$ cat config.mk
export PLATFORM = sky130hd
export DESIGN_NAME = rc4_ctrl_flat
export DESIGN_NICKNAME = d
export VERILOG_FILES = /design/src/rtl/rc4_ctrl_if.sv /design/src/rtl/rc4_ctrl.sv /design/src/flat_wrapper.sv
export SDC_FILE = /design/constraint.sdc
export NUM_CORES = 1
export LEC_CHECK = 0
export ABC_AREA = 1
export BUFFER_PORTS_ARGS = -buffer_cell sky130_fd_sc_hd__buf_2
export CORE_MARGIN = 8
export CORE_UTILIZATION = 35
export CTS_BUF_LIST = sky130_fd_sc_hd__clkbuf_4 sky130_fd_sc_hd__clkbuf_8
export DETAILED_ROUTE_END_ITERATION = 8
export HOLD_SLACK_MARGIN = 0.12
export PLACE_DENSITY = 0.63
export SETUP_SLACK_MARGIN = 0.5
export SLEW_MARGIN = 5
export SYNTH_ARGS = -nofsm -noshare
export SYNTH_HDL_FRONTEND = slang
export SYNTH_SLANG_ARGS = --single-unit
$ cat constraint.sdc
create_clock -name clk -period 5.5 [get_ports clk]
set_clock_uncertainty 0.15 [all_clocks]
set_input_delay 0.825 -clock clk [delete_from_list [all_inputs] [get_ports clk]]
set_output_delay 0.825 -clock clk [all_outputs]
set_load 0.1 [all_outputs]
$ cat src/rtl/rc4_ctrl_if.sv
// Bus bundle for rc4_ctrl: key fetch, S-memory read/swap port and keystream output.
// Keystream handshake: a byte transfers on any clk edge where ks_valid=1 and ks_ready=1; ks_data is stable while ks_valid=1 and ks_ready=0.
interface rc4_ctrl_if;
  logic [7:0] key_addr;
  logic [7:0] key_byte;
  logic       S_swap;
  logic [7:0] S_addr_a;
  logic [7:0] S_addr_b;
  logic [7:0] S_addr_c;
  logic [7:0] S_data_a;
  logic [7:0] S_data_b;
  logic [7:0] S_data_c;
  logic       ks_valid;
  logic       ks_ready;
  logic [7:0] ks_data;

  modport master (
    output key_addr, S_swap, S_addr_a, S_addr_b, S_addr_c, ks_valid, ks_data,
    input  key_byte, S_data_a, S_data_b, S_data_c, ks_ready
  );

  modport slave (
    input  key_addr, S_swap, S_addr_a, S_addr_b, S_addr_c, ks_valid, ks_data,
    output key_byte, S_data_a, S_data_b, S_data_c, ks_ready
  );
endinterface

$ cat src/rtl/rc4_ctrl.sv
// RC4 controller: drives an external swap-capable S-memory through key schedule,
// optional discard of leading bytes, then a one-byte-per-cycle keystream.
module rc4_ctrl #(
  parameter int KEY_LEN = 16,
  parameter int DROP_N  = 0
) (
  input  logic       clk,
  input  logic       rst_n,
  input  logic       start,
  output logic       busy,
  output logic       keyed,
  output logic [1:0] o_state,
  rc4_ctrl_if.master bus
);

  typedef enum logic [1:0] {
    IDLE = 2'd0,
    KSA  = 2'd1,
    DROP = 2'd2,
    PRGA = 2'd3
  } state_t;

  localparam logic [7:0]  K_LAST = 8'(KEY_LEN - 1);
  localparam logic [15:0] D_INIT = 16'(DROP_N);

  state_t      r_state;
  logic [7:0]  r_i;
  logic [7:0]  r_j;
  logic [7:0]  r_k;
  logic [15:0] r_d;
  logic        r_keyed;
  logic        r_ks_valid;
  logic [7:0]  r_ks_data;

  logic       w_ksa;
  logic       w_gen;
  logic       w_step;
  logic [7:0] w_in;
  logic [7:0] w_jn;
  logic [7:0] w_addr_a;
  logic [7:0] w_addr_b;
  logic [7:0] w_addr_c;
  logic [7:0] w_ks;

  // Kept as separate assigns: the S-memory read path loops back through the
  // addresses, so each stage is its own combinational node.
  assign w_ksa    = (r_state == KSA);
  assign w_gen    = (r_state == DROP) || (r_state == PRGA);
  assign w_in     = r_i + 8'd1;
  assign w_addr_a = w_ksa ? r_i : (w_gen ? w_in : 8'd0);
  assign w_jn     = w_ksa ? (r_j + bus.S_data_a + bus.key_byte) : (r_j + bus.S_data_a);
  assign w_addr_b = (w_ksa || w_gen) ? w_jn : 8'd0;
  assign w_addr_c = w_gen ? (bus.S_data_a + bus.S_data_b) : 8'd0;
  assign w_step   = w_ksa || (r_state == DROP) ||
                    ((r_state == PRGA) && (!r_ks_valid || bus.ks_ready));

  // Post-swap value of S[t]; also correct when a==b since both reads then match.
  assign w_ks = (w_addr_c == w_addr_a) ? bus.S_data_b :
                (w_addr_c == w_addr_b) ? bus.S_data_a : bus.S_data_c;

  assign bus.S_swap   = w_step && rst_n;
  assign bus.S_addr_a = w_addr_a;
  assign bus.S_addr_b = w_addr_b;
  assign bus.S_addr_c = w_addr_c;
  assign bus.key_addr = r_k;
  assign bus.ks_valid = r_ks_valid;
  assign bus.ks_data  = r_ks_data;
  assign busy         = w_ksa || (r_state == DROP);
  assign keyed        = r_keyed;
  assign o_state      = r_state;

  always_ff @(posedge clk) begin
    if (!rst_n) begin
      r_state    <= IDLE;
      r_i        <= 8'd0;
      r_j        <= 8'd0;
      r_k        <= 8'd0;
      r_d        <= D_INIT;
      r_keyed    <= 1'b0;
      r_ks_valid <= 1'b0;
      r_ks_data  <= 8'd0;
    end else begin
      case (r_state)
        IDLE: begin
          if (start && !r_keyed) begin
            r_state <= KSA;
            r_i     <= 8'd0;
            r_j     <= 8'd0;
            r_k     <= 8'd0;
          end
        end
        KSA: begin
          r_i <= w_in;
          r_j <= w_jn;
          r_k <= (r_k == K_LAST) ? 8'd0 : r_k + 8'd1;
          if (r_i == 8'hFF) begin
            r_keyed <= 1'b1;
            r_i     <= 8'd0;
            r_j     <= 8'd0;
            r_d     <= D_INIT;
            r_state <= (DROP_N > 0) ? DROP : PRGA;
          end
        end
        DROP: begin
          r_i <= w_in;
          r_j <= w_jn;
          r_d <= r_d - 16'd1;
          if (r_d == 16'd1) r_state <= PRGA;
        end
        default: begin
          if (w_step) begin
            r_i        <= w_in;
            r_j        <= w_jn;
            r_ks_data  <= w_ks;
            r_ks_valid <= 1'b1;
          end
        end
      endcase
    end
  end

endmodule
$ cat src/flat_wrapper.sv
// flat-port wrapper written by rule: the top's interface ports become plain ports
module rc4_ctrl_flat 
#(
  parameter int KEY_LEN = 16,
  parameter int DROP_N  = 0
)
  (clk, rst_n, start, busy, keyed, o_state, bus_key_addr, bus_S_swap, bus_S_addr_a, bus_S_addr_b, bus_S_addr_c, bus_ks_valid, bus_ks_data, bus_key_byte, bus_S_data_a, bus_S_data_b, bus_S_data_c, bus_ks_ready);
  rc4_ctrl_if bus_i ();
  input  logic clk;
  input  logic rst_n;
  input  logic start;
  output logic busy;
  output logic keyed;
  output logic [1:0] o_state;
  output wire logic [$bits(bus_i.key_addr)-1:0] bus_key_addr;
  output wire logic [$bits(bus_i.S_swap)-1:0] bus_S_swap;
  output wire logic [$bits(bus_i.S_addr_a)-1:0] bus_S_addr_a;
  output wire logic [$bits(bus_i.S_addr_b)-1:0] bus_S_addr_b;
  output wire logic [$bits(bus_i.S_addr_c)-1:0] bus_S_addr_c;
  output wire logic [$bits(bus_i.ks_valid)-1:0] bus_ks_valid;
  output wire logic [$bits(bus_i.ks_data)-1:0] bus_ks_data;
  input wire logic [$bits(bus_i.key_byte)-1:0] bus_key_byte;
  input wire logic [$bits(bus_i.S_data_a)-1:0] bus_S_data_a;
  input wire logic [$bits(bus_i.S_data_b)-1:0] bus_S_data_b;
  input wire logic [$bits(bus_i.S_data_c)-1:0] bus_S_data_c;
  input wire logic [$bits(bus_i.ks_ready)-1:0] bus_ks_ready;
  assign bus_key_addr = bus_i.key_addr;
  assign bus_S_swap = bus_i.S_swap;
  assign bus_S_addr_a = bus_i.S_addr_a;
  assign bus_S_addr_b = bus_i.S_addr_b;
  assign bus_S_addr_c = bus_i.S_addr_c;
  assign bus_ks_valid = bus_i.ks_valid;
  assign bus_ks_data = bus_i.ks_data;
  assign bus_i.key_byte = bus_key_byte;
  assign bus_i.S_data_a = bus_S_data_a;
  assign bus_i.S_data_b = bus_S_data_b;
  assign bus_i.S_data_c = bus_S_data_c;
  assign bus_i.ks_ready = bus_ks_ready;
  rc4_ctrl #(.KEY_LEN(KEY_LEN), .DROP_N(DROP_N)) u_core (.clk(clk), .rst_n(rst_n), .start(start), .busy(busy), .keyed(keyed), .o_state(o_state), .bus(bus_i));
endmodule
## Word-level counts from Yosys, hierarchy flattened

Index checks and enable logic that the tools add are counted.

| storage, ports and cells | value |
|---|---|
| input bits | 36 |
| logic and storage cells | 70 |
| bits in registers | 52 |
| output and inout port bits | 46 |

| operators by class | value |
|---|---|
| bitwise gates (word level) | 1 |
| reduce and logical (&&, ||, !) cells | 22 |
| $add $sub $neg | 6 |
| equal/unequal tests | 11 |
| muxes and demuxes | 22 |

Operator list:

| operator | number |
|---|---|
| $mux W8 | 13 |
| $pmux W8 S3 | 2 |
| $pmux W16 S2 | 1 |
| $add A8 B8 Y8 | 3 |
| $add A8 B1 Y8 const B | 2 |
| $eq A16 B1 Y1 const B | 1 |
| $eq A8 B8 Y1 | 2 |
| $mux W16 | 1 |
| $pmux W8 S2 | 1 |
| $sub A16 B1 Y16 const B | 1 |
| $reduce_and A2 Y1 | 5 |
| $eq A8 B4 Y1 const B | 1 |
| $eq A8 B8 Y1 const B | 1 |
| $mux W2 | 3 |
| $pmux W2 S3 | 1 |
| $logic_or A1 B1 Y1 | 5 |
| $eq A2 B2 Y1 const B | 2 |
| $ne A2 B2 Y1 const B | 2 |
| $reduce_and A4 Y1 | 1 |
| $reduce_bool A2 Y1 | 2 |
| $reduce_bool A4 Y1 | 1 |
| $logic_and A1 B1 Y1 | 3 |
| $reduce_bool A3 Y1 | 1 |
| $reduce_or A3 Y1 | 1 |
| other kinds (5) | 6 |

## Depth between registers and ports, before layout

| depth | value |
|---|---|
| depth after elaboration | 7 |
| mapped depth | 25 |
| mapped depth without buffers | 25 |

## Worst setup path before layout

OpenSTA, ideal clock, no wires.

| timing path | value |
|---|---|
| kind | input -> register |
| start | in bus_S_data_a[0] |
| end | reg u_core.r_ks_data[0], in the netlist u_core.bus.ks_data[0] |
| library setup time | 132 ps |
| required time | 5218 ps |
| path slack | 682 ps |
| arrival | 4535 ps |
| cell stages on the path | 18 |
| cell sequence | ha_1 fa_1 inv_1 fa_1 nand2_1 o21ai_1 nor2_1 nand2_1 nand2_1 nand2_1 nor2_1 nand3_1 nor2_1 nand3_1 o21bai_1 nand3_1 nand2_1 a21oi_1 |

| on the way | value |
|---|---|
| word-level cells in the longest chain between the ends | 7 |
| elaborated cells on any way between the ends | 10 |
| classes of those cells | 3 x add/sub; 2 x eq/ne; 5 x mux |

Ends and longest elaborated chain:

| element | RTL line | text |
|---|---|---|
| from (decl) | flat_wrapper.sv:23 | `input wire logic [$bits(bus_i.S_data_a)-1:0] bus_S_data_a;` |
| $add A8 B8 Y8 (*) | rc4_ctrl.sv:51 | `assign w_jn = w_ksa ? (r_j + bus.S_data_a + bus.key_byte) : (r_j + bus.S_data_a);` |
| $add A8 B8 Y8 | rc4_ctrl.sv:51 |  |
| $mux W8 (*) | rc4_ctrl.sv:51 |  |
| $mux W8 (*) | rc4_ctrl.sv:52 | `assign w_addr_b = (w_ksa \|\| w_gen) ? w_jn : 8'd0;` |
| via bus_S_addr_b[1] | flat_wrapper.sv:18 | `output wire logic [$bits(bus_i.S_addr_b)-1:0] bus_S_addr_b;` |
| $eq A8 B8 Y1 (*) | rc4_ctrl.sv:59 | `(w_addr_c == w_addr_b) ? bus.S_data_a : bus.S_data_c;` |
| $mux W8 (*) | rc4_ctrl.sv:59 |  |
| $mux W8 (*) | rc4_ctrl.sv:58 | `assign w_ks = (w_addr_c == w_addr_a) ? bus.S_data_b :` |
| to (signal assigned) | rc4_ctrl.sv:114 | `r_ks_data <= w_ks;` |
| to (decl) | rc4_ctrl.sv:33 | `logic [7:0] r_ks_data;` |

Mark *: on every way through the listed nets, which the timed path passes. The rest lies on a longest branch.
A chain may end at the register's enable or synchronous reset.

## Worst setup path in the final report

| timing path | value |
|---|---|
| start | in bus_S_data_a[0] |
| end | out bus_S_addr_b[7] |

| on the way | value |
|---|---|
| word-level cells in the longest chain between the ends | 4 |

Ends and longest elaborated chain:

| element | RTL line |
|---|---|
| $add A8 B8 Y8 (*) | rc4_ctrl.sv:51 |
| $add A8 B8 Y8 | rc4_ctrl.sv:51 |
| $mux W8 (*) | rc4_ctrl.sv:51 |
| $mux W8 (*) | rc4_ctrl.sv:52 |
| to (decl) | flat_wrapper.sv:18 |

Every way passes the cells marked *; elsewhere a longest branch is shown, timed or not.

==> summary.txt <==
Worst setup path
  – Worst setup EP type: output pin
  – Setup CP Type: input pin to output pin
  – Reg2Reg Depth: 21
  – Reg2reg start: u_core.r_j[0]$_SDFFE_PN0P_
  – WP data arrival: 3.54 ns
  – Crit Path Max Fanout: 4
  – Startpoint types: input pin
  – Worst reg-to-reg setup slack: 1.87 ns
  – Crit Reg-Reg Endpoint: u_core.bus.ks_data[4]$_SDFFE_PN0P_
  – Worst path required time: 4.53 ns

Timing
  – Min Tclk post-route: 4.518 ns
  – Worst-margin pin slew: 0.5347 ns
  – Final period util: 82.15%
  – Finish-stage setup viols: 0
  – Final hold violation count: 0
  – Fmax: 0.2213 GHz
  – Slew headroom: 64.36%
  – RSZ-0062 raised after global routing: no
  – Fin. max-slew vios: 0
  – Setup TNS Final: 0 ns

Power
  – P_leak: 2.669 nW
  – Net Sw Frac: 64.39%
  – P_int: 1.162 mW
  – Combinational fraction of design power: 75.4%
  – PwrDens: 635.2 mW/mm^2
  – Power Total: 3.262 mW
  – P_sw: 2.100 mW
  – Sequential power share: 17.0%
  – VDD IR max: 0.0005051 V
  – Clock Power Share: 7.7%

Clock tree
  – Clock Latency Late Sink: 0.33 ns
  – CTS tree: yes
  – Post-cts hold buffer count: 0
  – Setup Fix Bufs, Post-CTS: 0
  – H-tree levels: 2
  – CTS Root Cell: clkbuf_8
  – CTS Buf Count: 5
  – CTS sink count: 52
  – Resized cells post-CTS: 0
  – Clk slew on worst S/H paths: 0.10 ns
  – Longest Clk Path Bufs: 2

Global route
  – Initial antenna violation count: 0
  – Gr usage total: 16.84%
  – Vias in the first global route: 4476
  – Global-route wire length before repair: 22.38 mm
  – GR Overflow Total: 0
  – Largest net degree at the start of global routing: 35

Die
  – Die Ht: 128.6 um
  – Initial Util: 35.45%
  – Die area: 0.01654 mm^2
  – IO Pins: 82
  – Num rows: 41
  – Die width: 128.6 um
  – Core Box Area: 0.01252 mm^2

Drt
  – Routed Antenna Nets: 0
  – Routed WL per cell: 13.96 um
  – Vias/cell: 4.886
  – DRC: 0
  – Iter 0 DRT Violations: 372
  – 1st-pass router iterations: 5
  – Post-Route WL: 13.59 mm
  – DR vias: 4759

Logic synthesis
  – Syn_area_per_cell: 6.179 um^2
  – Post-synthesis cell type count: 48
  – Post-synth EDFFs: 0
  – Post-synth ARST share: 0%
  – Register area share after synthesis: 23.46%
  – #FFs+latches synth: 52
  – Top-area cell type share of the netlist area: 23.46%
  – Syn Inst Count: 718
  – Most common cell in the synthesized netlist: nand2_1
  – Synth warnings: 0
  – Commonest cells post-synth: 186 x nand2_1, 113 x inv_1, 83 x nand3_1, 69 x nor2_1, 56 x a21oi_1
  – Area leader, netlist: dfxtp_1
  – Most used flip-flop cell after synthesis: dfxtp_1
  – Syn Std Cell Area: 0.004437 mm^2
  – Net Count, Synth: 786
  – Synth top area cells: dfxtp_1 23%, nand2_1 16%, inv_1 9.6%

Placed design
  – Port Buffers: 81
  – Placed insts: 966
  – Final GP Congestion: 0.8961
  – DP Wirelength: 10.82 mm

Final layout
  – Final #Nets: 869
  – Final core area utilization: 41.02%
  – Area grow syn2layout: 15.74%
  – Ant diodes: 0
  – Share of layout cells above drive strength 1: 15.59%
  – Non-filler cells, final: 974

Worst hold path
  – Worst hold path depth: 2
  – Hold Path End: u_core.bus.ks_valid$_SDFFE_PN0P_
  – Tightest Hold Check Type: flip-flop to flip-flop
  – Startpoint of the worst hold path: u_core.bus.ks_valid$_SDFFE_PN0P_

Job
  – Max cap viols: 0

Outcome
  – Status: completed
-- kinds of logic (layout without fill, tap and decap cells) --
logic type | Yosys count | in the layout | share of synthesized area [%]
and+or+nand+nor | 387 | 387 | 39.45
buffers and inverters | 132 | 216 | 11.68
AOI/OAI and AO/OA | 102 | 102 | 13.31
DFF | 52 | 52 | 23.46
adders and majority gates | 32 | 32 | 9.532
xor gates and xnor gates | 13 | 13 | 2.566
-- stage by stage --
| stage | area (um^2) | hold WS [ns] | setup slack (ns) |
|---|---|---|---|
| floorplan | 4437 | 0.2935 | 0.6822 |
| global route | 5135 | 0.3444 | 0.7236 |
| CTS | 5135 | 0.3203 | 0.9716 |
| finish | 5135 | 0.3172 | 0.9818 |
| detailed placement | 5039 | 0.3038 | 0.9825 |
| global placement | 5039 | 0.3012 | 1.022 |
-- area by class of cell --
cell class	instances	area, um^2
clock buffers	5	68.82
inverters	121	454.2
multi-input cells	534	2878
clock inverters	3	27.53
flip-flops and latches	52	1041
well taps	172	215.2
fillers	1395	7382
repair buffers	87	450.4
-- registers in the layout, summed over array words and instances (netlist names) --
name	cells
u_core.bus.key_addr	8
u_core.bus.ks_data	8
u_core.bus.ks_valid	1
u_core.keyed	1
u_core.o_state	2
u_core.r_d	16
u_core.r_i	8
u_core.r_j	8
-- critical path, cell delays in order --
cell	delay [ns]
buf_2	0.14
ha_1	0.24
fa_1	0.43
nand3_1	0.12
nand3_1	0.07
nand2_1	0.08
nand2_1	0.07
ha_1	0.32
nand2_1	0.09
inv_1	0.04
a21oi_1	0.17
nand2_1	0.07
nand2_1	0.07
nand3_1	0.07
nand2_1	0.10
nand3_1	0.13
inv_1	0.08
buf_2	0.42
-- routing by layer --
metal / global-route usage [%] / vias up / wire length [um]
met5: 0 / - / 0
met4: 3.801 / 0 / 145
met3: 3.806 / 12 / 1002
met2: 27.05 / 130 / 5941
met1: 22.45 / 2130 / 6505
li1: - / 2487 / -
-- cells in the final DEF, fill, tap and decap left out, types with 2 or more instances in the layout --
master / count
a211oi_1: 3
nand3b_1: 5
buf_4: 6
nor3_2: 2
o22ai_1: 3
inv_1: 113
nand2_2: 3
nor2_1: 69
o21bai_1: 8
nand3_1: 83
nor3_1: 7
nor2_4: 3
clkbuf_8: 5
inv_2: 7
o21ai_1: 6
o21a_1: 2
o21ai_0: 14
fa_1: 3
nand2_4: 2
nand4_1: 11
a21oi_1: 56
ha_1: 29
nor2_2: 2
nand2_1: 186
buf_2: 81
or2_1: 2
xnor2_1: 8
a31oi_1: 3
xor2_1: 5
dfxtp_1: 52
nor4_1: 4
-- power by group through the flow --
stage | Combinational (mW) | Sequential [mW] | Clock [mW]
global route | 2.71 | 0.569 | 0.274
detailed placement | 2.45 | 0.561 | 0
global placement | 2.44 | 0.561 | 0
floorplan | 1.82 | 0.693 | 0
finish | 2.46 | 0.554 | 0.250
CTS | 2.45 | 0.553 | 0.259
-- worst max path at each step --
stage / endpoint / cells past startpoint / start
after floorplan: u_core.bus.ks_data[0]$_SDFFE_PN0P_ / 18 / bus_S_data_a[0]
after global placement: bus_S_addr_b[7] / 18 / bus_S_data_a[0]
after detailed placement: bus_S_addr_b[7] / 18 / bus_S_data_a[0]
after CTS: bus_S_addr_b[7] / 18 / bus_S_data_a[0]
after global routing: bus_S_addr_b[7] / 18 / bus_S_data_a[0]
final: bus_S_addr_b[7] / 18 / bus_S_data_a[0]
(Power assumes the default switching activity.)
